<file path="src/rtl/multi_clock_divider.sv">
// ---------------------------------------------------------------------------
// multi_clock_divider
//
// N-channel programmable clock divider. Each channel counts system clocks
// and toggles its divided clock every (divisor + 1) cycles, giving a 50%
// duty output of period 2*(divisor + 1). A one-cycle tick accompanies every
// rising edge of the divided clock.
//
// Divisor writes land in a shadow register and are committed only at a
// toggle, so a new divisor always governs a whole half-period and no runt
// pulse is ever produced. A global sync restarts every channel at count 0
// with its divided clock low, adopting the shadow divisor at once.
//
// Ports:
//   clk_i       system clock
//   reset_i     asynchronous active-high reset
//   en_i        per-channel run enable (hold freezes count and clock)
//   load_i      single-cycle divisor write strobe
//   load_ch_i   channel targeted by load_i (out-of-range values ignored)
//   load_val_i  new divisor value
//   sync_i      restart all channels phase-aligned
//   clk_o       divided clocks (registered)
//   tick_o      one-cycle pulse on each clk_o rising edge (registered)
//   pend_o      divisor written but not yet committed (registered)
// ---------------------------------------------------------------------------
module multi_clock_divider #(
    parameter int CHANNELS    = 4,
    parameter int WIDTH       = 19,
    parameter int DEFAULT_DIV = 207999,
    localparam int CH_W       = (CHANNELS > 1) ? $clog2(CHANNELS) : 1
) (
    input  logic                clk_i,
    input  logic                reset_i,
    input  logic [CHANNELS-1:0] en_i,
    input  logic                load_i,
    input  logic [CH_W-1:0]     load_ch_i,
    input  logic [WIDTH-1:0]    load_val_i,
    input  logic                sync_i,
    output logic [CHANNELS-1:0] clk_o,
    output logic [CHANNELS-1:0] tick_o,
    output logic [CHANNELS-1:0] pend_o
);

    localparam logic [WIDTH-1:0] DEFAULT_DIV_W = WIDTH'(DEFAULT_DIV);
    localparam logic [WIDTH-1:0] ONE_W         = WIDTH'(1);

    genvar gi;
    generate
        for (gi = 0; gi < CHANNELS; gi++) begin : g_ch
            logic [WIDTH-1:0] count_reg, count_next;
            logic [WIDTH-1:0] div_act_reg, div_act_next;
            logic [WIDTH-1:0] div_shadow_reg, div_shadow_next;
            logic             pend_reg, pend_next;
            logic             clk_reg, clk_next;
            logic             tick_reg, tick_next;
            logic             load_hit;
            logic             wrap;

            // A select value at or above CHANNELS matches no channel, so
            // out-of-range writes fall through without touching any state.
            assign load_hit = load_i && (load_ch_i == CH_W'(gi));

            // >= rather than == : a count sitting above a freshly reduced
            // divisor still wraps on the next cycle instead of running on
            // towards the top of the counter range.
            assign wrap = (count_reg >= div_act_reg);

            always_comb begin
                count_next      = count_reg;
                div_act_next    = div_act_reg;
                div_shadow_next = div_shadow_reg;
                pend_next       = pend_reg;
                clk_next        = clk_reg;
                tick_next       = 1'b0;

                if (sync_i) begin
                    // Restart: a write in the same cycle bypasses the shadow
                    // stage and takes effect straight away.
                    count_next      = '0;
                    clk_next        = 1'b0;
                    pend_next       = 1'b0;
                    div_act_next    = load_hit ? load_val_i : div_shadow_reg;
                    div_shadow_next = load_hit ? load_val_i : div_shadow_reg;
                end else begin
                    if (en_i[gi]) begin
                        if (wrap) begin
                            count_next = '0;
                            clk_next   = ~clk_reg;
                            // Tick only on the rising toggle.
                            tick_next  = ~clk_reg;
                            if (pend_reg) begin
                                div_act_next = div_shadow_reg;
                                pend_next    = 1'b0;
                            end
                        end else begin
                            count_next = count_reg + ONE_W;
                        end
                    end

                    // Placed after the toggle so a write landing on a toggle
                    // cycle commits the older shadow now and leaves the new
                    // value pending for the following toggle.
                    if (load_hit) begin
                        div_shadow_next = load_val_i;
                        pend_next       = 1'b1;
                    end
                end
            end

            always_ff @(posedge clk_i or posedge reset_i) begin
                if (reset_i) begin
                    count_reg      <= '0;
                    div_act_reg    <= DEFAULT_DIV_W;
                    div_shadow_reg <= DEFAULT_DIV_W;
                    pend_reg       <= 1'b0;
                    clk_reg        <= 1'b0;
                    tick_reg       <= 1'b0;
                end else begin
                    count_reg      <= count_next;
                    div_act_reg    <= div_act_next;
                    div_shadow_reg <= div_shadow_next;
                    pend_reg       <= pend_next;
                    clk_reg        <= clk_next;
                    tick_reg       <= tick_next;
                end
            end

            assign clk_o[gi]  = clk_reg;
            assign tick_o[gi] = tick_reg;
            assign pend_o[gi] = pend_reg;
        end
    endgenerate

endmodule
</file>
<file path="config.mk">
export PLATFORM = sky130hd
export DESIGN_NAME = multi_clock_divider
export DESIGN_NICKNAME = d
export VERILOG_FILES = /design/src/rtl/multi_clock_divider.sv
export SDC_FILE = /design/constraint.sdc
export NUM_CORES = 1
export LEC_CHECK = 0
export BUFFER_PORTS_ARGS = -buffer_cell sky130_fd_sc_hd__buf_2
export CAP_MARGIN = 20
export CORE_MARGIN = 1.5
export CORE_UTILIZATION = 65
export DETAILED_ROUTE_END_ITERATION = 6
export PLACE_DENSITY = 0.95
export SYNTH_ARGS = -nofsm -noshare
export SYNTH_HDL_FRONTEND = slang
export SYNTH_SLANG_ARGS = --single-unit
</file>
<file path="constraint.sdc">
create_clock -name clk_i -period 16.6 [get_ports clk_i]
set_input_delay 3.32 -clock clk_i [delete_from_list [all_inputs] [get_ports clk_i]]
set_output_delay 3.32 -clock clk_i [all_outputs]
set_load 0.1 [all_outputs]
</file>
[Word-level counts from Yosys, hierarchy flattened]
Cells that the tools add are included.
Cells by class
  add/sub/neg operators: 4
  magnitude comparators: 4
  equality and inequality tests: 3
  multiplexer cells: 72
  bitwise logic cells: 4
  reductions and logical operators: 37
Operator list (number)
  two-way mux 19 bit: 32
  adder 19 x 1 -> 19 bit (second input constant): 4
  greater-or-equal comparator 19 bit: 4
  two-way mux 1 bit: 40
  nonzero test 2 bit: 12
  nonzero test 3 bit: 8
  AND reduction 2 bit: 8
  AND reduction 3 bit: 4
  equality test 2 bit (second input constant): 2
  logical AND 1 bit: 4
  NOT 1 bit: 4
  equality test 2 x 1 -> 1 bit (second input constant): 1
  logical NOT 2 bit: 1
Word-level totals
  bits in registers: 240
  input bits: 29
  output and inout port bits: 12
  logic and storage cells: 148

[Logic depth before layout (Yosys ltp)]
  word-level depth: 5
  mapped depth: 11
  mapped depth without buffers: 9

[Least setup slack after synthesis]
Ideal clock, no wire load.
  path kind: in2reg
  from: input sync_i
  to: register g_ch[2].count_reg[16]
  library setup time: 136 ps
  arrival: 4612 ps
  data required time: 16464 ps
  slack: 11852 ps
  cell stages on the path: 8
  path buffers: 1
  cells stage by stage: clkbuf_1 -> nor2_1 -> nor2_1 -> and4_1 -> and3_1 -> nand3_1 -> xor2_1 -> nor3_1
On the way
  cells in the longest elaborated chain, start to end: 1
  elaborated cells on any way between the ends: 2
  those cells by class: 1 x mux; 1 x reduce/logical
Ends and longest elaborated chain
  from (decl): RTL line 38  | input logic sync_i,
  two-way mux 19 bit / nonzero test 2 bit (equally long branches)
  to (signal assigned): RTL line 119  | count_reg <= count_next;
  to (decl): RTL line 50  | logic [WIDTH-1:0] count_reg, count_next;
Parallel ways exist; a longest one is shown, timed or not.
A chain may end at the register's enable or synchronous reset.

[Worst setup path in the final report]
  from: input sync_i
  to: register g_ch[1].count_reg[16]
On the way
  cells in the longest elaborated chain, start to end: 1
  elaborated cells on any way between the ends: 2
  those cells by class: 1 x mux; 1 x reduce/logical
Ends and longest elaborated chain (RTL line)
  two-way mux 19 bit / nonzero test 2 bit (equally long branches)
  to (signal assigned): 119
  to (decl): 50
Parallel ways exist; a longest one is shown, timed or not.

==> results <==
- The flow ran to the end, and the final reports show no timing, DRC or antenna violations.
- The count of buffers added on input and output ports is 40.
- The critical path is of the in -> reg type.
- The number of global-route vias before repair was 10,088.
- The chip width is 143 um.
- The proportion of synthesized area in mux cells is 11.6%.
- Timing would allow up to 179 MHz.
- The netlist area before placement is 0.0128 mm^2.
- The class of the tightest hold or removal check is reg -> reg.
- The number of failing hold endpoints at the final stage is 0.
- Post-CTS timing repair inserted 0 buffers for setup.
- The core area is 0.0193 mm^2.
- In the synthesized netlist the async set-or-reset flop fraction comes to 100%.
- The post-synthesis share of cell area spent on full adders, half adders and majority gates is 7.85%.
- In this design, the stage delay of the slowest critical-path cell is 0.73 ns.
- In the final design database the tool counted 1,377 nets.
- In this run the most critical hold path is launched from g_ch[0].clk_reg.
- In this run the number of H-tree levels came out at 1.
- Detailed routing inserted a total of 9,891 vias.
- For the worst setup path, the data arrival time is 6.02 ns.
- The clock-pin transition on the worst setup and hold timing paths is 0.06 ns.
- The synthesized design contains 240 register bits.
- The signal on the critical path passes through buf_2 > buf_4 > inv_4 > buf_4 > nand2_1 > nor2_1.
- The detail route stage leaves a number of antenna-violating nets equal to 0.
- The sink count of the clock tree is 240.
- Grouping stages by cell kind, the critical path spends the most delay in buffers and inverters.
- The basic-gate share of the synthesized area counting and, or, nand and nor cells is 14.3%.
- The post-cts resize count is 0.
- The average wire length per cell after detail routing is 20.2 um.
- The aggregate routed wire length is 31,400 um.
- Headroom to the max-slew limit came out at 28.3%.
- The floorplan step defined a die boundary enclosing 0.0205 mm^2.
- Global routing finished with a remaining overflow of 0.
- The repair_antennas step left the layout with diodes totalling 0.
- Of the synthesized area, sequential elements account for 48.0%.
- The TritonCTS clock tree is yes.
- Across the VDD grid, the largest voltage drop is 0.100 mV.
- The floorplan row count is 51.
- Each instance of the synthesized netlist takes up on average 10.2 um^2.
- The synthesized design contains 0 enable-type register cells.
- The final setup slack of the worst path is 11.01 ns.
- After layout, the design draws a total of 1.54 mW.
- The number of remaining DRC errors is 0.
- The total count of max-transition violations in the final report was 0.
- Setup repair after global routing left no endpoint under its margin.
- The gate count after technology mapping is 1,254.
- The layout has 1,160 filler cells.
- The first TritonRoute pass finished after 5 iterations.
- The placement-stage worst setup slack is 10.60 ns.
- The global-route usage over all layers is 31.2%.
- The count of routing violations after the opening detailed-route iteration is 1,059.
- The worst setup path is captured at a register.
- After synthesis, the largest family of logic cells by area is simple AND/OR/NAND/NOR gates.
- Dividing total power by cell area gives a power density of 110 mW/mm^2.
- The initial core utilization is 66.0%.
- The global placement routability congestion is 0.871.
- The vertical die dimension is 143 um.
- The number of distinct library cells after synthesis is 58.
- The clock insertion delay at the later pin of the skew report is 0.52 ns.
- The maximum fanout count along the critical path is 81.
- On the final layout, the worst clock skew is 0.0124 ns.
- The kind of start point of the critical path is an input pin.
- The fraction of the mapped netlist area in compound gates is 10.5%.
- The cell chosen for the clock root is sky130_fd_sc_hd__clkbuf_16.
- In the routed layout, each cell is associated on average with a via count of 6.38.
- The number of buffers inserted for hold repair after clock tree synthesis is 0.
- 41 I/O pins were placed.
- The number of nets in the synthesized netlist is 1,363.
- The half-perimeter wire length after placement is 19,400 um.
- The first global-routing pass estimated 50,400 um of wire.
- The launch point of the worst reg-to-reg path is g_ch[2].div_act_reg[16].
- The initial antenna violation count came to 0.
- In this run the worst setup path begins at sync_i.
- The share of post-route cells with drive strength above 1 is 21.5%.
- The cell leakage power is 6.30 nW.
- The most common cell type on the critical path is sky130_fd_sc_hd__buf_4.
- Of the available clock period, the critical path in the final layout requires 33.6%.
- The area added between synthesis and finish is 9.70%.
- Entering global routing, the biggest net connects 162 pins.
- Max-cap violations in this run came to 0.
- The slew at the pin with the worst max-slew slack is 1.07 ns.
- Buffers inserted during clock tree synthesis total 25.
- For this design, the slowest cell found on the critical path is sky130_fd_sc_hd__inv_4.
- The xor/xnor cell area share of the yosys netlist is 2.40%.
- The final-layout setup total negative slack is 0 ns.
- The count of synthesis-stage warnings from yosys is 0.
- Setup violations remaining at the end of the flow were counted as 0.
- Together, buffers and inverters on the worst path number 4.
- The flip-flop cell with the highest count after synthesis is sky130_fd_sc_hd__dfrtp_1.
- The final critical delay including setup and external delays is 5.59 ns.
- The endpoint required time on the critical path is 17.03 ns.
- The maximum clock path buffer count is 3.
==> cell usage in the layout (no fill, tap or decap), drive strengths merged, types with 6 or more instances in the layout <==
cell	Yosys	routed
nand3	62	62
dfstp	96	96
or3	11	11
mux2i	62	62
mux2	76	76
ha	80	80
nand4	15	15
a21o	13	13
clkinv	1	7
clkbuf	39	32
o311ai	22	22
and3	20	20
nor2b	7	7
buf	25	51
dfrtp	144	144
nor2	113	113
a21oi	104	104
xor2	20	20
xnor2	15	15
nor3b	7	7
nand2b	6	6
nor3	35	35
o21ai	46	46
nand2	82	82
and4	6	6
inv	95	96
==> final timing paths <==
check | to | slack [ns] | depth (start not counted)
max in group asynchronous | g_ch[3].count_reg[7] | 11.91 | 4
worst min-delay path | g_ch[0].tick_reg | 0.47 | 1
worst min register to register | g_ch[0].tick_reg | 0.47 | 1
worst max register to register | g_ch[2].div_act_reg[14] | 13.19 | 9
min in group asynchronous | g_ch[1].count_reg[10] | 2.80 | 2
worst max-delay path | g_ch[1].count_reg[16] | 11.01 | 6
==> metrics by stage <==
stage | hold slack, ns | area (um^2) | utilization, % | std cells
final | 0.467 | 14000 | 72.4 | 1551
after detailed placement | 0.462 | 13000 | 67.4 | 1501
after global placement | 0.462 | 13000 | 67.4 | 1501
after global routing | 0.480 | 14000 | 72.4 | 1551
after CTS | 0.466 | 13900 | 71.9 | 1546
after floorplan | 0.449 | 12800 | - | 1254
==> cells in the mapped netlist, types with 11 or more instances <==
| cell type | number | area (um^2) |
|---|---|---|
| sky130_fd_sc_hd__and3_1 | 20 | 125 |
| sky130_fd_sc_hd__a21oi_1 | 104 | 521 |
| sky130_fd_sc_hd__dfstp_2 | 96 | 2520 |
| sky130_fd_sc_hd__buf_4 | 16 | 120 |
| sky130_fd_sc_hd__nor3_1 | 34 | 170 |
| sky130_fd_sc_hd__inv_1 | 94 | 353 |
| sky130_fd_sc_hd__dfrtp_1 | 144 | 3600 |
| sky130_fd_sc_hd__mux2_2 | 76 | 856 |
| sky130_fd_sc_hd__nand3_1 | 62 | 310 |
| sky130_fd_sc_hd__clkbuf_1 | 39 | 146 |
| sky130_fd_sc_hd__mux2i_1 | 62 | 621 |
| sky130_fd_sc_hd__o311ai_0 | 22 | 193 |
| sky130_fd_sc_hd__a21o_1 | 13 | 97.6 |
| sky130_fd_sc_hd__or3_1 | 11 | 68.8 |
| sky130_fd_sc_hd__o21ai_0 | 44 | 220 |
| sky130_fd_sc_hd__nand2_1 | 82 | 308 |
| sky130_fd_sc_hd__nor2_1 | 113 | 424 |
| sky130_fd_sc_hd__nand4_1 | 15 | 93.8 |
| sky130_fd_sc_hd__xnor2_1 | 15 | 131 |
| sky130_fd_sc_hd__ha_1 | 80 | 1000 |
| sky130_fd_sc_hd__xor2_1 | 20 | 175 |
==> final cells by class <==
cell class / instances / area (um^2) / share of cell area [%]
repair buffers: 51 / 338 / 2.41
well taps: 265 / 332 / 2.37
clock inverters: 13 / 181 / 1.30
clock buffers: 32 / 692 / 4.94
multi-input cells: 854 / 5960 / 42.6
inverters: 96 / 370 / 2.65
flip-flops and latches: 240 / 6130 / 43.8
==> per-layer routing <==
layer / GRT usage [%] / wire length (um) / part of all wire [%]
met1: 38.7 / 12000 / 38
met2: 53.9 / 15700 / 50
met3: 5.26 / 2230 / 7.1
met4: 13.7 / 1380 / 4.4
met5: 0 / 0 / 0
==> worst reg2reg max path: cells and delay by family (launching register included) <==
kind	cells	cell delay (ns)
AO/OA/AOI/OAI	3	1.33
flip-flops	1	0.53
adder cells (fa/ha/maj)	1	0.31
buffers and inverters	1	0.05
AND/OR/NAND/NOR	3	0.69
multiplexers	1	0.34
==> power breakdown <==
part           internal [mW]  switching [mW]  total, mW
clock network          0.358           0.233      0.590
registers              0.686          0.0413      0.728
logic                 0.0854           0.135      0.221
==> logic make-up after synthesis <==
| logic type | count (synthesis) |
|---|---|
| xor gates and xnor gates | 35 |
| muxes | 138 |
| adders and majority gates | 80 |
| and+or+nand+nor | 381 |
| AOI/OAI and AO/OA | 220 |
| buffers and inverters | 160 |
| DFF | 240 |
(Power assumes the default switching activity.)
